[src/rtl/npc_pkg.sv]
// Shared encodings and default addresses for the next-PC unit.
package npc_pkg;
  typedef enum logic [1:0] {
    NPC_SEQ    = 2'd0,
    NPC_BRANCH = 2'd1,
    NPC_JUMP   = 2'd2,
    NPC_REG    = 2'd3
  } npc_sel_e;

  localparam logic [31:0] RESET_PC_DEF = 32'h0000_3000;
  localparam logic [31:0] EXC_VEC_DEF  = 32'h0000_4180;
endpackage

[src/rtl/npc_ras.sv]
// Circular return-address stack; when full, a push silently drops the oldest entry.
module npc_ras #(
  parameter int WIDTH     = 32,
  parameter int RAS_DEPTH = 4
) (
  input  logic                         clk,
  input  logic                         reset,
  input  logic                         push,
  input  logic                         pop,
  input  logic [WIDTH-1:0]             push_data,
  output logic [WIDTH-1:0]             top,
  output logic                         valid,
  output logic [$clog2(RAS_DEPTH):0]   count
);
  localparam int PW = $clog2(RAS_DEPTH);
  localparam int CW = PW + 1;

  logic [WIDTH-1:0] mem [RAS_DEPTH];
  logic [PW-1:0]    sp;
  logic [PW-1:0]    sp_m1;
  logic [CW-1:0]    cnt;
  logic             full, empty;

  assign sp_m1 = sp - 1'b1;
  assign full  = (cnt == CW'(RAS_DEPTH));
  assign empty = (cnt == '0);

  // sp points at the next free slot; when full that slot is also the oldest entry
  always_ff @(posedge clk or posedge reset) begin
    if (reset) begin
      sp  <= '0;
      cnt <= '0;
      for (int i = 0; i < RAS_DEPTH; i++) mem[i] <= '0;
    end else if (push && pop && !empty) begin
      mem[sp_m1] <= push_data;
    end else if (push) begin
      mem[sp] <= push_data;
      sp      <= sp + 1'b1;
      if (!full) cnt <= cnt + 1'b1;
    end else if (pop && !empty) begin
      sp  <= sp_m1;
      cnt <= cnt - 1'b1;
    end
  end

  assign top   = empty ? '0 : mem[sp_m1];
  assign valid = !empty;
  assign count = cnt;
endmodule

[src/rtl/npc_unit.sv]
// Fetch PC register with exception/eret/stall priority and a return-address stack.
module npc_unit
  import npc_pkg::*;
#(
  parameter int              WIDTH     = 32,
  parameter logic [WIDTH-1:0] RESET_PC = WIDTH'(RESET_PC_DEF),
  parameter logic [WIDTH-1:0] EXC_VEC  = WIDTH'(EXC_VEC_DEF),
  parameter int              RAS_DEPTH = 4
) (
  input  logic                        clk,
  input  logic                        reset,
  input  logic                        stall,
  input  logic [1:0]                  npc_sel,
  input  logic [WIDTH-1:0]            pc4_D,
  input  logic [25:0]                 imm26,
  input  logic [WIDTH-1:0]            reg_target,
  input  logic                        exc,
  input  logic                        eret,
  input  logic [WIDTH-1:0]            epc,
  input  logic                        ras_push,
  input  logic                        ras_pop,
  output logic [WIDTH-1:0]            pc,
  output logic [WIDTH-1:0]            pc4,
  output logic [WIDTH-1:0]            ras_top,
  output logic                        ras_valid,
  output logic [$clog2(RAS_DEPTH):0]  ras_count,
  output logic                        misalign
);
  logic [WIDTH-1:0] pc_nxt;
  logic [WIDTH-1:0] br_off;
  logic             ras_en;

  assign br_off = {{(WIDTH-18){imm26[15]}}, imm26[15:0], 2'b00};
  assign pc4    = pc + WIDTH'(4);

  always_comb begin
    pc_nxt = pc;
    if (exc)        pc_nxt = EXC_VEC;
    else if (eret)  pc_nxt = epc;
    else if (!stall) begin
      unique case (npc_sel_e'(npc_sel))
        NPC_SEQ:    pc_nxt = pc4;
        NPC_BRANCH: pc_nxt = pc4_D + br_off;
        NPC_JUMP:   pc_nxt = {pc4_D[WIDTH-1:28], imm26, 2'b00};
        NPC_REG:    pc_nxt = reg_target;
        default:    pc_nxt = pc4;
      endcase
    end
  end

  always_ff @(posedge clk or posedge reset) begin
    if (reset) pc <= RESET_PC;
    else       pc <= pc_nxt;
  end

  assign misalign = |pc[1:0];

  // Any redirect or stall freezes the stack for this cycle
  assign ras_en = !stall && !exc && !eret;

  npc_ras #(.WIDTH(WIDTH), .RAS_DEPTH(RAS_DEPTH)) u_ras (
    .clk       (clk),
    .reset     (reset),
    .push      (ras_push && ras_en),
    .pop       (ras_pop && ras_en),
    .push_data (pc4_D + WIDTH'(4)),
    .top       (ras_top),
    .valid     (ras_valid),
    .count     (ras_count)
  );
endmodule

[config.mk]
export PLATFORM = sky130hd
export DESIGN_NAME = npc_unit
export DESIGN_NICKNAME = d
export VERILOG_FILES = /design/src/rtl/npc_pkg.sv /design/src/rtl/npc_ras.sv /design/src/rtl/npc_unit.sv
export SDC_FILE = /design/constraint.sdc
export NUM_CORES = 1
export LEC_CHECK = 0
export BUFFER_PORTS_ARGS = -buffer_cell sky130_fd_sc_hd__buf_2
export CELL_PAD_IN_SITES_DETAIL_PLACEMENT = 2
export CELL_PAD_IN_SITES_GLOBAL_PLACEMENT = 2
export CORE_MARGIN = 5
export CORE_UTILIZATION = 35
export CTS_CLUSTER_DIAMETER = 80
export DETAILED_ROUTE_END_ITERATION = 6
export PLACE_DENSITY_LB_ADDON = 0.1
export SKIP_CTS_REPAIR_TIMING = 1
export SYNTH_ARGS = -nofsm -noshare
export SYNTH_HDL_FRONTEND = slang
export SYNTH_SLANG_ARGS = --single-unit
[constraint.sdc]
create_clock -name clk -period 10.4 [get_ports clk]
set_input_delay 1.56 -clock clk [delete_from_list [all_inputs] [get_ports clk]]
set_output_delay 1.56 -clock clk [all_outputs]
set_load 0.01 [all_outputs]
==> flow_summary.yaml <==
synthesis:
  synth_xor_area_share_pct: 6.49
  synth-simple-area-share_pct: 17.8
  synth.area.mux_share_pct: 13.6
  synth_cells: 1178
  netlist_area_mm2: 0.0109
  syn_area_per_cell_um2: 9.28
  synth-edff-count: 0
  synth-seq-cells: 165
  synth-async-reset-ratio_pct: 100
  synth-seq-area-share_pct: 37.8
  synth_flop_cell: "dfrtp_1"
  synth_top_family_by_area: "simple AND/OR/NAND/NOR gates"
  synth_compound_area_share_pct: 16.6
  synth-adder-area-share_pct: 4.37
  synth.distinct_cells: 74
  synth_nets: 1346
  yosys_warnings: 0
floorplanning:
  die_h_um: 187
  fp.dieArea_mm2: 0.0349
  start_util_pct: 35.6
  fp.coreArea_mm2: 0.0307
  die-width_um: 187
  ioPinCount: 232
  placementRows: 64
setup_path:
  startpoint_type: "flop"
  setup.worst_path.end: "ras_top[2]"
  crit_required_ns: 8.84
  criticalPathCategory: "reg -> out"
  reg2regPathDepth: 6
  ff2ff_setup_slack_ns: 6.61
  crit_path_end_kind: "output port"
  worstPathArrival_ns: 2.98
  r2r-start: "u_ras.count[0]$_DFFE_PP0P_"
  reg2reg_to: "u_ras.mem[42]$_DFFE_PP0P_"
  cp_max_fo: 28
  crit_path_start: "u_ras.sp[1]$_DFFE_PP0P_"
grt:
  grt_use_total_pct: 23.5
  grt_pass1_vias: 11305
  antenna_found_initial: 6
  grt_start_max_net_pins: 89
  grt-ovfl-total: 0
  grt_pass1_wl_mm: 65.4
cts:
  htree_levels: 4
  clk_pin_slew_ns: 0.07
  cts_tree: "done"
  clk-insertion-delay-late_ns: 0.44
  numCtsBuffers: 17
  root_buffer: "clkbuf_16"
  cts.path.max_buffers: 2
  cts.sinks: 165
job:
  maxCapViolations: 0
power_and_ir_drop:
  switching_share_pct: 36.5
  power_switching_mw: 1.05
  p_leak_nw: 5.87
  vdd_drop_max_mv: 0.119
  power_frac_clock_pct: 23.1
  power_density_mw_per_mm2: 221
  combPwrFrac_pct: 41.6
  pwr-share-seq_pct: 35.4
  power_mw: 2.88
  internal_power_mw: 1.83
sta:
  slew-limit-headroom_pct: 25.2
  tns_ns: 0
  tightest_slew_ns: 1.12
  clock.fmax_mhz: 220
  setup_viol: 0
  hold_viol: 0
  period_share_pct: 43.6
  finClkSkew_ns: 0.0134
  grt_setup_unrepaired: "no"
  finalMaxSlewViolations: 0
  period_minus_slack_ns: 4.54
route:
  drcViolationCount: 0
  first_pass_iters: 5
  drt_iter0_markers: 415
  post_drt_wl_per_cell_um: 23.3
  dr_total_vias: 9925
  final_antenna_net_count: 0
  routed_wl_mm: 41.5
  routed_via_density: 5.57
layout:
  area_delta_synth_final_pct: 19.3
  fillCellCount: 3428
  nets: 1536
  layout-drive-gt1-share_pct: 26.9
placement:
  hpwl_mm: 31.1
  portBuffers: 231
  place_congestion: 0.883
outcome:
  status: "finished clean"
hold_path:
  min_from: "u_ras.mem[3]$_DFFE_PP0P_"
  hp-class: "reg -> reg"
## cells in the final DEF, fill, tap and decap left out, types with 5 or more instances in the layout
cell type  synthesis  layout
buf_2             14     231
o211ai_1           8       8
xor2_1            41      41
nor3_1            25      24
and2_1            37      37
o21a_1             9       9
mux4_2            44      44
buf_4              2      13
nor2_1           169     165
o221ai_1           5       5
ha_1              35      34
a21o_1             8       8
o22ai_1            5       5
inv_1             18      17
dfrtp_1          163     163
nor2b_1            7       7
a21oi_1          170     170
mux2i_1           19      19
o21ai_0           32      32
and3_1            20      20
clkbuf_16          0      17
nand3_1           31      31
a22oi_1            7       7
and4_1             8       8
mux2_2            27      27
nand2_1           82      82
nand2b_1          11      11
or2_2              5       5
xnor2_1           40      40
nand4_1           11      11
inv_6              0       5
## critical path: stages, from the launching register on
cell,delay [ns]
dfrtp_1,0.42
inv_1,0.12
ha_2,0.48
buf_4,0.55
mux4_2,0.65
and2_1,0.18
buf_2,0.14
## state kept, by name, summed over array words and instances (netlist names)
signal	cells
u_ras.sp	2
pc	32
u_ras.mem	128
u_ras.count	3
## synth_stat cells, drive strengths merged, types with 4 or more instances
| library cell | n | share of area [%] |
|---|---|---|
| nor2b | 7 | 0.40 |
| ha | 35 | 4.0 |
| nand4 | 11 | 0.63 |
| a2111oi | 6 | 0.72 |
| nand2b | 11 | 0.63 |
| or2 | 5 | 0.29 |
| and3 | 20 | 1.1 |
| a22oi | 7 | 0.48 |
| mux4 | 44 | 9.1 |
| o21ai | 35 | 1.7 |
| nor3 | 25 | 1.1 |
| inv | 18 | 0.62 |
| a31oi | 4 | 0.23 |
| buf | 26 | 1.1 |
| a21oi | 171 | 7.9 |
| and2 | 37 | 2.1 |
| clkbuf | 47 | 1.6 |
| o22ai | 5 | 0.29 |
| o221ai | 5 | 0.40 |
| nor2 | 169 | 5.8 |
| xnor2 | 40 | 3.2 |
| nand2 | 82 | 2.8 |
| and4 | 9 | 0.73 |
| mux2i | 19 | 1.7 |
| o21a | 9 | 0.62 |
| xor2 | 41 | 3.3 |
| mux2 | 27 | 2.8 |
| o31ai | 6 | 0.50 |
| nand3 | 31 | 1.4 |
| dfrtp | 163 | 37 |
| o211ai | 8 | 0.55 |
| a21o | 9 | 0.63 |
## worst min path at each step
stage                                           end  slack (ns)  cells after the start
after floorplan           u_ras.mem[32]$_DFFE_PP0P_        0.48                      1
after global routing      u_ras.mem[32]$_DFFE_PP0P_        0.53                      1
after detailed placement  u_ras.mem[35]$_DFFE_PP0P_        0.50                      1
after CTS                 u_ras.mem[35]$_DFFE_PP0P_        0.51                      1
final                      u_ras.mem[3]$_DFFE_PP0P_        0.51                      1
after global placement    u_ras.mem[74]$_DFFE_PP0P_        0.48                      1
## layer usage
metal	wire, um	up-vias	global-route usage, %	part of all wire [%]
li1	-	4617	-	-
met2	20200	204	40.2	49
met3	1590	41	3.57	3.8
met4	673	4	5.72	1.6
met5	23	-	0	0.055
met1	19000	5059	31.5	46
## stage by stage
| step | cell area (um^2) | cells | hold slack [ns] | util [%] | setup WS, ns |
|---|---|---|---|---|---|
| after CTS | 13000 | 1777 | 0.511 | 42.4 | 5.76 |
| after detailed placement | 12400 | 1745 | 0.495 | 40.4 | 5.59 |
| after global placement | 12400 | 1745 | 0.485 | 40.4 | 5.72 |
| after floorplan | 10900 | 1178 | 0.475 | - | 4.38 |
| after global routing | 13000 | 1780 | 0.526 | 42.4 | 5.64 |
| final | 13000 | 1781 | 0.506 | 42.4 | 5.86 |
## power by group through the flow
stage,clock network [mW],logic [mW],registers [mW]
2_1_floorplan,0,0.813,0.981
3_3_place_gp,0,1.17,1.01
3_5_place_dp,0,1.21,1.03
4_1_cts,0.676,1.22,1.02
5_1_grt,0.706,1.32,1.05
6_report,0.664,1.20,1.02
## final cells by class
| type | instances | area (um^2) | share of cell area, % |
|---|---|---|---|
| Multi-Input combinational cell | 922 | 6470 | 49.6 |
| Sequential cell | 165 | 4130 | 31.7 |
| Timing Repair Buffer | 244 | 1250 | 9.61 |
| Tap cell | 396 | 495 | 3.80 |
| Clock buffer | 20 | 467 | 3.58 |
| Clock inverter | 12 | 141 | 1.08 |
| Inverter | 18 | 72.6 | 0.556 |
| Antenna cell | 4 | 10.0 | 0.0767 |
## kinds of logic (layout without fill, tap and decap cells)
logic type               count (synthesis)  after routing
flip-flops                             165            165
other                                    0              4
AND/OR/NAND/NOR                        417            417
buffers and inverters                   91            294
AO/OA/AOI/OAI                          297            297
XOR/XNOR                                81             81
multiplexers                            90             90
adder cells (fa/ha/maj)                 37             37
(Power assumes the default switching activity.)
